### src/rtl/mdio_pkg.sv
// rtl/mdio_pkg.sv - shared constants, state encodings and helpers for the MDIO PHY sequencer.
package mdio_pkg;

   localparam logic [4:0] REG_BMCR  = 5'd0;
   localparam logic [4:0] REG_BMSR  = 5'd1;
   localparam logic [4:0] REG_PHYSR = 5'd17;

   localparam int BMCR_RST     = 15;
   localparam int BMSR_LNK     = 2;
   localparam int PHYSR_SPD_HI = 15;
   localparam int PHYSR_DUP    = 13;
   localparam int PHYSR_LNK    = 10;

   localparam logic [1:0] SPD_10   = 2'b00;
   localparam logic [1:0] SPD_100  = 2'b01;
   localparam logic [1:0] SPD_1000 = 2'b10;

   typedef enum logic [6:0] {
      ST_IDLE     = 7'b000_0001,
      ST_RST_WR   = 7'b000_0010,
      ST_RST_RD   = 7'b000_0100,
      ST_RD_BMSR  = 7'b000_1000,
      ST_RD_PHYSR = 7'b001_0000,
      ST_UPDATE   = 7'b010_0000,
      ST_WAIT     = 7'b100_0000
   } state_e;

   typedef enum logic [1:0] {
      PH_IDLE  = 2'd0,
      PH_ISSUE = 2'd1,
      PH_PEND  = 2'd2
   } phase_e;

   // The reserved speed code 11 is reported as 10M.
   function automatic logic [1:0] map_speed(input logic [1:0] raw);
      return (raw == 2'b11) ? SPD_10 : raw;
   endfunction

endpackage

### src/rtl/mdio_phy_ctrl_if.sv
// rtl/mdio_phy_ctrl_if.sv - op_* handshake between the sequencer and the MDIO driver.
interface mdio_phy_ctrl_if;

   logic        op_exec;
   logic        op_rh_wl;
   logic [4:0]  op_addr;
   logic [15:0] op_wr_data;
   logic        op_done;
   logic [15:0] op_rd_data;
   logic        op_rd_ack;

   modport master (
      output op_exec, op_rh_wl, op_addr, op_wr_data,
      input  op_done, op_rd_data, op_rd_ack
   );

   modport slave (
      input  op_exec, op_rh_wl, op_addr, op_wr_data,
      output op_done, op_rd_data, op_rd_ack
   );

endinterface

### src/rtl/mdio_txn_seq.sv
// rtl/mdio_txn_seq.sv - one driver transaction: ISSUE pulse, PEND wait, saturating timeout.
module mdio_txn_seq import mdio_pkg::*; #(
   parameter logic [15:0] OP_TIMEOUT = 16'd1023
) (
   input  logic        clk,
   input  logic        rst_n,
   input  logic        start_i,
   input  logic        rh_wl_i,
   input  logic [4:0]  addr_i,
   input  logic [15:0] wr_data_i,
   output logic        idle_o,
   output logic        done_o,
   output logic        nack_o,
   output logic        timeout_o,
   output logic [15:0] rd_data_o,
   mdio_phy_ctrl_if.master op
);

   phase_e      phase_q, phase_d;
   logic [15:0] tmo_q, tmo_d;
   logic        rh_wl_q, rh_wl_d;
   logic [4:0]  addr_q, addr_d;
   logic [15:0] wr_data_q, wr_data_d;

   always_ff @(posedge clk or negedge rst_n) begin
      if (!rst_n) begin
         phase_q   <= PH_IDLE;
         tmo_q     <= '0;
         rh_wl_q   <= 1'b1;
         addr_q    <= '0;
         wr_data_q <= '0;
      end else begin
         phase_q   <= phase_d;
         tmo_q     <= tmo_d;
         rh_wl_q   <= rh_wl_d;
         addr_q    <= addr_d;
         wr_data_q <= wr_data_d;
      end
   end

   // op_done is only looked at in PEND, so a stray pulse outside a transaction is dropped.
   always_comb begin
      phase_d   = phase_q;
      tmo_d     = tmo_q;
      rh_wl_d   = rh_wl_q;
      addr_d    = addr_q;
      wr_data_d = wr_data_q;
      done_o    = 1'b0;
      timeout_o = 1'b0;
      case (phase_q)
         PH_IDLE: begin
            if (start_i) begin
               phase_d   = PH_ISSUE;
               rh_wl_d   = rh_wl_i;
               addr_d    = addr_i;
               wr_data_d = wr_data_i;
            end
         end
         PH_ISSUE: begin
            phase_d = PH_PEND;
            tmo_d   = '0;
         end
         PH_PEND: begin
            if (op.op_done) begin
               done_o  = 1'b1;
               phase_d = PH_IDLE;
            end else if (tmo_q == OP_TIMEOUT) begin
               timeout_o = 1'b1;
               phase_d   = PH_IDLE;
            end else if (tmo_q != 16'hFFFF) begin
               tmo_d = tmo_q + 16'd1;
            end
         end
         default: phase_d = PH_IDLE;
      endcase
   end

   assign op.op_exec    = (phase_q == PH_ISSUE);
   assign op.op_rh_wl   = rh_wl_q;
   assign op.op_addr    = addr_q;
   assign op.op_wr_data = wr_data_q;

   assign idle_o    = (phase_q == PH_IDLE);
   assign nack_o    = op.op_rd_ack;
   assign rd_data_o = op.op_rd_data;

endmodule

### src/rtl/mdio_phy_ctrl.sv
// rtl/mdio_phy_ctrl.sv - PHY soft reset, reset-clear polling and periodic link/speed status polling.
module mdio_phy_ctrl import mdio_pkg::*; #(
   parameter logic [15:0] PHY_RST_DATA = 16'h9140,
   parameter logic [23:0] POLL_CYCLES  = 24'd250000,
   parameter logic [15:0] OP_TIMEOUT   = 16'd1023,
   parameter logic [7:0]  RST_POLL_MAX = 8'd100
) (
   input  logic       clk,
   input  logic       rst_n,
   input  logic       soft_rst_req,
   mdio_phy_ctrl_if.master op,
   output logic       link_up,
   output logic [1:0] speed,
   output logic       duplex,
   output logic       link_chg,
   output logic       phy_err,
   output logic       busy
);

   state_e      state_q, state_d;
   logic [7:0]  retry_q, retry_d;
   logic [23:0] wait_q, wait_d;
   logic        srst_q, srst_d;
   logic        err_q, err_d;
   logic        link_q, link_d;
   logic [1:0]  speed_q, speed_d;
   logic        dup_q, dup_d;
   logic        chg_q, chg_d;
   logic        nlink_q, nlink_d;
   logic [1:0]  nspeed_q, nspeed_d;
   logic        ndup_q, ndup_d;

   logic        txn_start, txn_rh_wl, txn_idle, txn_done, txn_nack, txn_tmo;
   logic [4:0]  txn_addr;
   logic [15:0] txn_rd_data;

   mdio_txn_seq #(.OP_TIMEOUT(OP_TIMEOUT)) u_txn (
      .clk       (clk),
      .rst_n     (rst_n),
      .start_i   (txn_start),
      .rh_wl_i   (txn_rh_wl),
      .addr_i    (txn_addr),
      .wr_data_i (PHY_RST_DATA),
      .idle_o    (txn_idle),
      .done_o    (txn_done),
      .nack_o    (txn_nack),
      .timeout_o (txn_tmo),
      .rd_data_o (txn_rd_data),
      .op        (op)
   );

   always_comb begin
      txn_rh_wl = 1'b1;
      txn_addr  = REG_BMCR;
      case (state_q)
         ST_RST_WR:   txn_rh_wl = 1'b0;
         ST_RD_BMSR:  txn_addr  = REG_BMSR;
         ST_RD_PHYSR: txn_addr  = REG_PHYSR;
         default: ;
      endcase
   end

   // A new transaction starts once the sequencer has returned to idle, one cycle after op_done.
   assign txn_start = txn_idle &&
                      (state_q inside {ST_RST_WR, ST_RST_RD, ST_RD_BMSR, ST_RD_PHYSR});

   always_ff @(posedge clk or negedge rst_n) begin
      if (!rst_n) begin
         state_q  <= ST_IDLE;
         retry_q  <= '0;
         wait_q   <= '0;
         srst_q   <= 1'b0;
         err_q    <= 1'b0;
         link_q   <= 1'b0;
         speed_q  <= SPD_10;
         dup_q    <= 1'b0;
         chg_q    <= 1'b0;
         nlink_q  <= 1'b0;
         nspeed_q <= SPD_10;
         ndup_q   <= 1'b0;
      end else begin
         state_q  <= state_d;
         retry_q  <= retry_d;
         wait_q   <= wait_d;
         srst_q   <= srst_d;
         err_q    <= err_d;
         link_q   <= link_d;
         speed_q  <= speed_d;
         dup_q    <= dup_d;
         chg_q    <= chg_d;
         nlink_q  <= nlink_d;
         nspeed_q <= nspeed_d;
         ndup_q   <= ndup_d;
      end
   end

   always_comb begin
      state_d  = state_q;
      retry_d  = retry_q;
      wait_d   = '0;
      srst_d   = srst_q | soft_rst_req;
      err_d    = err_q;
      link_d   = link_q;
      speed_d  = speed_q;
      dup_d    = dup_q;
      chg_d    = 1'b0;
      nlink_d  = nlink_q;
      nspeed_d = nspeed_q;
      ndup_d   = ndup_q;
      if (txn_tmo) begin
         err_d   = 1'b1;
         state_d = ST_WAIT;
      end else begin
         case (state_q)
            ST_IDLE: begin
               retry_d = '0;
               state_d = ST_RST_WR;
            end
            ST_RST_WR: begin
               if (txn_done) state_d = ST_RST_RD;
            end
            ST_RST_RD: begin
               if (txn_done) begin
                  if (txn_nack) begin
                     err_d   = 1'b1;
                     state_d = ST_WAIT;
                  end else if (!txn_rd_data[BMCR_RST]) begin
                     state_d = ST_RD_BMSR;
                  end else begin
                     retry_d = retry_q + 8'd1;
                     if (retry_d == RST_POLL_MAX) begin
                        err_d   = 1'b1;
                        state_d = ST_WAIT;
                     end
                  end
               end
            end
            ST_RD_BMSR: begin
               if (txn_done) begin
                  if (txn_nack) begin
                     err_d   = 1'b1;
                     state_d = ST_WAIT;
                  end else if (!txn_rd_data[BMSR_LNK]) begin
                     nlink_d  = 1'b0;
                     nspeed_d = SPD_10;
                     ndup_d   = 1'b0;
                     state_d  = ST_UPDATE;
                  end else begin
                     state_d = ST_RD_PHYSR;
                  end
               end
            end
            ST_RD_PHYSR: begin
               if (txn_done) begin
                  if (txn_nack) begin
                     err_d   = 1'b1;
                     state_d = ST_WAIT;
                  end else begin
                     nspeed_d = map_speed(txn_rd_data[PHYSR_SPD_HI -: 2]);
                     ndup_d   = txn_rd_data[PHYSR_DUP];
                     nlink_d  = txn_rd_data[PHYSR_LNK];
                     state_d  = ST_UPDATE;
                  end
               end
            end
            ST_UPDATE: begin
               link_d  = nlink_q;
               speed_d = nspeed_q;
               dup_d   = ndup_q;
               chg_d   = (nlink_q != link_q) || (nspeed_q != speed_q) || (ndup_q != dup_q);
               state_d = ST_WAIT;
            end
            ST_WAIT: begin
               // A pending re-init request wins over the poll timer.
               if (srst_q) begin
                  srst_d  = soft_rst_req;
                  err_d   = 1'b0;
                  link_d  = 1'b0;
                  speed_d = SPD_10;
                  dup_d   = 1'b0;
                  chg_d   = link_q || (speed_q != SPD_10) || dup_q;
                  retry_d = '0;
                  state_d = ST_RST_WR;
               end else if (wait_q == POLL_CYCLES - 24'd1) begin
                  state_d = ST_RD_BMSR;
               end else begin
                  wait_d = wait_q + 24'd1;
               end
            end
            default: state_d = ST_IDLE;
         endcase
      end
   end

   assign link_up  = link_q;
   assign speed    = speed_q;
   assign duplex   = dup_q;
   assign link_chg = chg_q;
   assign phy_err  = err_q;
   assign busy     = !(state_q inside {ST_IDLE, ST_WAIT});

endmodule
### src/flat_wrapper.sv
// flat-port wrapper written by rule: the top's interface ports become plain ports
module mdio_phy_ctrl_flat import mdio_pkg::*;
#(
   parameter logic [15:0] PHY_RST_DATA = 16'h9140,
   parameter logic [23:0] POLL_CYCLES  = 24'd250000,
   parameter logic [15:0] OP_TIMEOUT   = 16'd1023,
   parameter logic [7:0]  RST_POLL_MAX = 8'd100
)
  (clk, rst_n, soft_rst_req, link_up, speed, duplex, link_chg, phy_err, busy, op_op_exec, op_op_rh_wl, op_op_addr, op_op_wr_data, op_op_done, op_op_rd_data, op_op_rd_ack);
  mdio_phy_ctrl_if op_i ();
  input  logic clk;
  input  logic rst_n;
  input  logic soft_rst_req;
  output logic link_up;
  output logic [1:0] speed;
  output logic duplex;
  output logic link_chg;
  output logic phy_err;
  output logic busy;
  output wire logic [$bits(op_i.op_exec)-1:0] op_op_exec;
  output wire logic [$bits(op_i.op_rh_wl)-1:0] op_op_rh_wl;
  output wire logic [$bits(op_i.op_addr)-1:0] op_op_addr;
  output wire logic [$bits(op_i.op_wr_data)-1:0] op_op_wr_data;
  input wire logic [$bits(op_i.op_done)-1:0] op_op_done;
  input wire logic [$bits(op_i.op_rd_data)-1:0] op_op_rd_data;
  input wire logic [$bits(op_i.op_rd_ack)-1:0] op_op_rd_ack;
  assign op_op_exec = op_i.op_exec;
  assign op_op_rh_wl = op_i.op_rh_wl;
  assign op_op_addr = op_i.op_addr;
  assign op_op_wr_data = op_i.op_wr_data;
  assign op_i.op_done = op_op_done;
  assign op_i.op_rd_data = op_op_rd_data;
  assign op_i.op_rd_ack = op_op_rd_ack;
  mdio_phy_ctrl #(.PHY_RST_DATA(PHY_RST_DATA), .POLL_CYCLES(POLL_CYCLES), .OP_TIMEOUT(OP_TIMEOUT), .RST_POLL_MAX(RST_POLL_MAX)) u_core (.clk(clk), .rst_n(rst_n), .soft_rst_req(soft_rst_req), .op(op_i), .link_up(link_up), .speed(speed), .duplex(duplex), .link_chg(link_chg), .phy_err(phy_err), .busy(busy));
endmodule
### config.mk
export PLATFORM = sky130hd
export DESIGN_NAME = mdio_phy_ctrl_flat
export DESIGN_NICKNAME = d
export VERILOG_FILES = /design/src/rtl/mdio_pkg.sv /design/src/rtl/mdio_phy_ctrl_if.sv /design/src/rtl/mdio_txn_seq.sv /design/src/rtl/mdio_phy_ctrl.sv /design/src/flat_wrapper.sv
export SDC_FILE = /design/constraint.sdc
export NUM_CORES = 1
export LEC_CHECK = 0
export ABC_CLOCK_PERIOD_IN_PS = 4800
export CAP_MARGIN = 20
export CORE_MARGIN = 2
export CORE_UTILIZATION = 55
export DETAILED_ROUTE_END_ITERATION = 12
export DONT_BUFFER_PORTS = 1
export GPL_TIMING_DRIVEN = 0
export PLACE_DENSITY = 0.7
export SLEW_MARGIN = 20
export SYNTH_ARGS = -nofsm -noshare
export SYNTH_HDL_FRONTEND = slang
export SYNTH_SLANG_ARGS = --single-unit
### constraint.sdc
create_clock -name clk -period 4.8 [get_ports clk]
set_input_delay 0.24 -clock clk [delete_from_list [all_inputs] [get_ports clk]]
set_output_delay 0.24 -clock clk [all_outputs]
set_load 0.005 [all_outputs]
==> run metrics, run 1 <==
largest family of logic cells by synthesized area simple AND/OR/NAND/NOR gates; r2r startpoint u_core.state_q[4]$_DFFE_PN0P_; root buf cell clkbuf_8; setup TNS 0 ns; EDFF count, synth 0; final core utilization 62.71%; share of flip-flops with an asynchronous set or reset 100.0%; die area around 0.008 sq mm; multiplexer area fraction after synthesis less than 1%; top layer in use met4; Final Hold Violating Endpoints 0; crit path max-delay cell type nor4_1; Synth Area in Adders 1.229%; top post-synthesis cells by area dfrtp_1 (43%), xor2_1 (4.5%), nor2_1 (4.1%); clock slew at reported path FFs 0.07 ns; post-synthesis instance total ~430; largest net degree at the start of global routing 73; final max-slew violation count 0; global-route wire length before repair 14,430 um; core footprint a little over 0.007 sq mm; critical path depth in cells 6; period utilisation layout a little over half; DRC viols 0; Pleak 1.906 nW; Finish-stage setup viols 0; CP Class reg -> reg; M1 wire length 3832 um; crit-path max FO 10; clock skew 0.01089 ns; critical path's top delay family simple AND/OR/NAND/NOR gates; fmax 0.3848 GHz; Routed WL 8483 um; CP cell instances buf_2 > or3_4 > nor4_1 > nor3_1 > nor3_2 > a31oi_1; RSZ-0062 raised after global routing false; Die W 90.05 um; Worst Reg-to-Reg Cells 6; WP buf/inv 1; most frequent cells in the layout dfrtp_1 (70), nor2_1 (44), nand2_1 (26); antenna cells 0; commonest non-fill, non-tap cell in the layout dfrtp_1; biggest cell delay along the critical path 0.69 ns; Critical path origin u_core.state_q[4]$_DFFE_PN0P_; site row count 31; CTS sink cnt 72; Slew HR 42.31%; Num CTS Buffers 9; I/O pins 51; Initial Util 56.45%; status finished clean; Die Y 90.05 um; share of the synthesized area in the top cell type between 40% and 50%; Power Dens Cells 355.0 mW/mm^2; Hold Crit Class in -> reg; CTS tree built; Detailed Route Iter0 Violations 280; Synth Area in Compound Gates 14.16%; Worst setup SP type flop; Clk Latency, worst-skew pair 0.34 ns; Netlist cell types 63; multi-input logic area 0.002081 sq mm; VDD IR max approximately 0.23 mV; RD Place Congestion approximately 0.9; prevailing post-synth register cell dfrtp_1; crit path time final 2.599 ns; initial antenna violation count 0; Filler cells 598; Vias 3,321; antenna-violating nets left 0; worst reg2reg endpoint u_core.retry_q[4]$_DFFE_PN0P_; Routed met3 length ~420 um; grt ovf 0; Post-CTS Resized 0; Seq cells post-synth ~70; vias in the first global route approximately 3,100; Yosys warning total 0; Syn Std Cell Area 0.004073 sq mm; area delta synth->final 11.09%; syn_area_per_cell ~9.4 sq um; post-synthesis sequential area ratio approximately 44%; reg-to-reg setup timing slack between 2 and 2.5 ns; Critical Path End Type flop; layout net count ~490; worst setup path endpoint u_core.retry_q[4]$_DFFE_PN0P_; Synth area leader dfrtp_1; flip-flop and latch area 0.001804 sq mm; Total GRT Usage 21.59%; CTS HTree Levels 3; worst endpoint required time 4.99 ns; routed length on met2 a little over 4000 um; Setup Buffers After CTS 0; detailed placement HPWL between 5000 and 6000 um; maxcap violations 0; Max clock buf depth 2; Synth Area in Simple Gates roughly a quarter; WL/cell 15.01 um; worst slew pin tran 0.8588 ns; TritonRoute pass-1 iters 4; input/output buffers 0; XOR/XNOR share of the synthesized area 6.667%; layout cells sized above 1 13.09%; Worst Path Arrival roughly 2.8 ns; Vias/cell 5.878
[area by class of cell]
cell class / instances / share of cell area [%]
Clock buffer: 10 / 2.821
Multi-Input combinational cell: 332 / 45.99
Sequential cell: 72 / 39.88
Inverter: 13 / 1.079
Buffer: 29 / 4.369
Tap cell: 99 / 2.738
Timing Repair Buffer: 4 / 1.272
Clock inverter: 6 / 1.853
[metrics by stage]
step	hold WS [ns]	cells	setup WS [ns]	power [W]	cell area, sq um
after floorplan	-0.05559	446	2.765	0.001002	4125
after global placement	-0.05426	545	2.265	0.001076	4249
after detailed placement	-0.05414	545	2.274	0.001083	4249
after CTS	0.03179	565	2.258	0.001618	4518
after global routing	0.04569	565	2.021	0.001702	4524
final	0.05331	565	2.201	0.001606	4524
[kinds of logic after synthesis]
family | Yosys count
AO/OA/AOI/OAI | 86
XOR/XNOR | 31
adder cells (fa/ha/maj) | 4
buffers and inverters | 42
flip-flops | 72
multiplexers | 3
other | 1
AND/OR/NAND/NOR | 193
[power by group]
group	leakage [nW]	switching, W	internal [W]
Sequential	0.957	0.0000758	0.000675
Clock	0.110	0.000222	0.000291
Combinational	0.839	0.000205	0.000138
Total	1.91	0.000503	0.00110
[cells in the mapped netlist, types with 10 or more instances]
| cell type | number |
|---|---|
| dfrtp_1 | 70 |
| nor2_1 | 44 |
| nand2_1 | 26 |
| a21oi_1 | 25 |
| nand3_1 | 24 |
| xor2_1 | 21 |
| buf_4 | 18 |
| o21ai_0 | 16 |
| inv_1 | 13 |
| o31ai_1 | 12 |
| and3_1 | 11 |
| nand2b_1 | 11 |
| nand4_1 | 11 |
| xnor2_1 | 10 |
[worst min path at each step]
| stage | slack, ns | from | to | cells after the start |
|---|---|---|---|---|
| 6_report | 0.05 | op_op_rd_data[10] | u_core.nlink_q$_DFFE_PN0P_ | 2 |
| 5_1_grt | 0.05 | op_op_rd_data[14] | u_core.nspeed_q[0]$_DFFE_PN0P_ | 1 |
| 3_3_place_gp | -0.05 | rst_n | u_core.speed[1]$_DFFE_PN0P_ | 0 |
| 2_1_floorplan | -0.06 | rst_n | u_core.duplex$_DFFE_PN0P_ | 0 |
| 3_5_place_dp | -0.05 | rst_n | u_core.speed[1]$_DFFE_PN0P_ | 0 |
| 4_1_cts | 0.03 | op_op_rd_data[10] | u_core.nlink_q$_DFFE_PN0P_ | 2 |
[routing by layer]
metal | vias to the layer above | track usage [%]
li1 | 1605 | -
met1 | 1609 | 29.23
met2 | 96 | 34.96
met3 | 11 | 5.532
met4 | 0 | 5.256
met5 | - | 0
[timing repair]
item,in CTS,in global routing
hold buffers,4,0
endpoints found under the setup margin,0,0
endpoints found under the hold margin,74,0
[flip-flops by register name (all words and copies together) (netlist names)]
| name | flops |
|---|---|
| u_core.link_chg | 1 |
| u_core.srst_q | 1 |
| u_core.u_txn.op.op_wr_data | 1 |
| u_core.state_q | 7 |
| u_core.duplex | 1 |
| u_core.speed | 2 |
| u_core.retry_q | 8 |
| u_core.phy_err | 1 |
| u_core.u_txn.tmo_q | 16 |
| u_core.wait_q | 24 |
| u_core.u_txn.op.op_rh_wl | 1 |
| u_core.nlink_q | 1 |
| u_core.ndup_q | 1 |
| u_core.link_up | 1 |
| u_core.u_txn.phase_q | 2 |
| u_core.u_txn.op.op_addr | 2 |
| u_core.nspeed_q | 2 |
Power figures use the tool's default switching activity.
==> inputs of run 2 (changes only) <==
- ABC_CLOCK_PERIOD_IN_PS: 4800 -> 2400
- clock period: 4.8 -> 2.4 ns (I/O delays scaled with it)
==> run 2 against run 1 <==
Net effect:
- largest power group unchanged
- largest cell class unchanged
- design area grew 2.2%
- total power increased by 100%
- setup slack lost 2.1 ns
==> run metrics, run 2 (synthesized netlist as in run 1, its figures left out) <==
core footprint 0.007214 sq mm (unchanged); Vias/cell 5.852 (was 5.878); Biggest register u_core.wait_q (unchanged); Hold Crit Class in -> reg (unchanged); Routed WL 8628 um (was 8483 um); vias in the first global route 3,127 (was 3,099); maxcap violations 0 (unchanged); layout cells sized above 1 14.14% (was 13.09%); largest net degree at the start of global routing 73 (unchanged); Pleak 1.946 nW (was 1.906 nW); Power Dens Cells 701.2 mW/mm^2 (was 355.0 mW/mm^2); crit-path max FO 4 (was 10); period utilisation layout 95.70% (was 54.15%); most frequent cells in the layout dfrtp_1 (70), nor2_1 (44), nand2_1 (26) (unchanged); Total GRT Usage 21.71% (was 21.59%); Vias 3,353 (was 3,321); Initial Util 56.45% (unchanged); Clk Latency, worst-skew pair 0.34 ns (about the same); commonest non-fill, non-tap cell in the layout dfrtp_1 (unchanged); flip-flop and latch area 0.001804 sq mm (unchanged); antenna-violating nets left 0 (unchanged); met3 Resource Use GR 5.532% (unchanged); I/O pins 51 (unchanged); final hold slack 0.03008 ns (was 0.05331 ns); multi-input logic area 0.002106 sq mm (was 0.002081 sq mm); grt ovf 0 (unchanged); worst endpoint required time 2.66 ns (was 4.99 ns); CTS tree built (unchanged); layout net count 494 (was 486); Die Y 90.05 um (unchanged); area delta synth->final 13.58% (was 11.09%); Worst Path Arrival 2.56 ns (was 2.79 ns); DRC viols 0 (unchanged); RSZ-0062 raised after global routing false (unchanged); input/output buffers 0 (unchanged); clock slew at reported path FFs 0.08 ns (was 0.07 ns); antenna cells 0 (unchanged); Filler cells 591 (was 598); Detailed Route Iter0 Violations 264 (was 280); RD Place Congestion 0.8985 (unchanged); global routing usage on met1 29.34% (was 29.23%); VDD IR max 0.4597 mV (was 0.2285 mV); initial antenna violation count 0 (unchanged); GR peak layer met2 (unchanged); TritonRoute pass-1 iters 5 (was 4); Die W 90.05 um (unchanged); Finish-stage setup viols 0 (unchanged); fin area 0.004626 sq mm (was 0.004524 sq mm); setup TNS 0 ns (unchanged); max reg flops 24 (unchanged); Top Registers u_core.wait_q: 24 flops, u_core.u_txn.tmo_q: 16 flops, u_core.retry_q: 8 flops (unchanged); WL/cell 15.06 um (was 15.01 um); Slew HR 41.92% (was 42.31%); status finished clean (unchanged); met2 usage in global routing 35.28% (was 34.96%); crit path time final 2.297 ns (was 2.599 ns); Final Hold Violating Endpoints 0 (unchanged); CP Class reg -> reg (unchanged); detailed placement HPWL 5797 um (unchanged); Critical Path End Type flop (unchanged); Final Power 0.003244 W (was 0.001606 W); site row count 31 (unchanged); worst slew pin tran 0.8645 ns (was 0.8588 ns); clock skew 0.01124 ns (was 0.01089 ns); root buf cell clkbuf_8 (unchanged); Max clock buf depth 2 (unchanged); Num CTS Buffers 9 (unchanged); final max-slew violation count 0 (unchanged); Area after DPL 0.004249 sq mm (unchanged); fmax 0.4354 GHz (was 0.3848 GHz); CTS sink cnt 72 (unchanged); CTS HTree Levels 3 (unchanged); Worst setup SP type flop (unchanged); die area 0.008109 sq mm (unchanged); global-route wire length before repair 14,530 um (was 14,430 um)
## run 2: what timing repair did
item,in CTS,in global routing
resized for setup,2,5
endpoints found under the hold margin,79,0
endpoints found under the setup margin,12,39
buffers inserted,0,3
pin swaps,0,1
hold buffers,9,0
## run 2: power by group
| part | switching (W) | internal, W | leakage [nW] |
|---|---|---|---|
| clock network | 0.000445 | 0.000582 | 0.110 |
| logic | 0.000422 | 0.000288 | 0.878 |
| registers | 0.000157 | 0.00135 | 0.957 |
## run 2: per-layer routing
layer / wire length (um) / part of all wire, %
met1: 3888 / 45
met2: 4227 / 49
met3: 409 / 4.7
met4: 102 / 1.2
met5: 0 / 0
## run 2: final cells by class
| class | count | area share (%) |
|---|---|---|
| clock inverters | 6 | 1.812 |
| inverters | 13 | 1.055 |
| plain buffers | 29 | 4.355 |
| multi-input cells | 332 | 45.52 |
| clock buffers | 10 | 2.759 |
| well taps | 99 | 2.678 |
| repair buffers | 12 | 2.813 |
| flip-flops and latches | 72 | 39.00 |
## run 2: worst max-delay path: stages (launching register included)
cell	delay [ns]
dfrtp_1	0.42
or4b_1	0.53
o41a_1	0.44
buf_4	0.17
or4_1	0.51
a21oi_1	0.15
## run 2: through the flow
step,std cells,worst slack (ns),utilization (%)
floorplan,446,0.3646,-
global placement,545,-0.1346,58.90
detailed placement,545,-0.1262,58.90
CTS,570,0.04936,63.49
global route,573,0.007530,64.12
finish,573,0.1032,64.12
## run 2: worst paths after layout
check                                                       to  cells past startpoint                   startpoint  slack [ns]
worst min-delay path            u_core.nspeed_q[0]$_DFFE_PN0P_                      2            op_op_rd_data[15]        0.03
worst max-delay path             u_core.state_q[4]$_DFFE_PN0P_                      5  u_core.wait_q[18]$_DFF_PN0_        0.10
worst max register to register   u_core.state_q[4]$_DFFE_PN0P_                      5  u_core.wait_q[18]$_DFF_PN0_        0.10
worst min register to register      u_core.wait_q[0]$_DFF_PN0_                      1   u_core.wait_q[0]$_DFF_PN0_        0.48
min in group asynchronous              u_core.srst_q$_DFF_PN0_                      2                        rst_n        0.34
max in group asynchronous        u_core.state_q[0]$_DFFE_PN1P_                      2                        rst_n        1.74
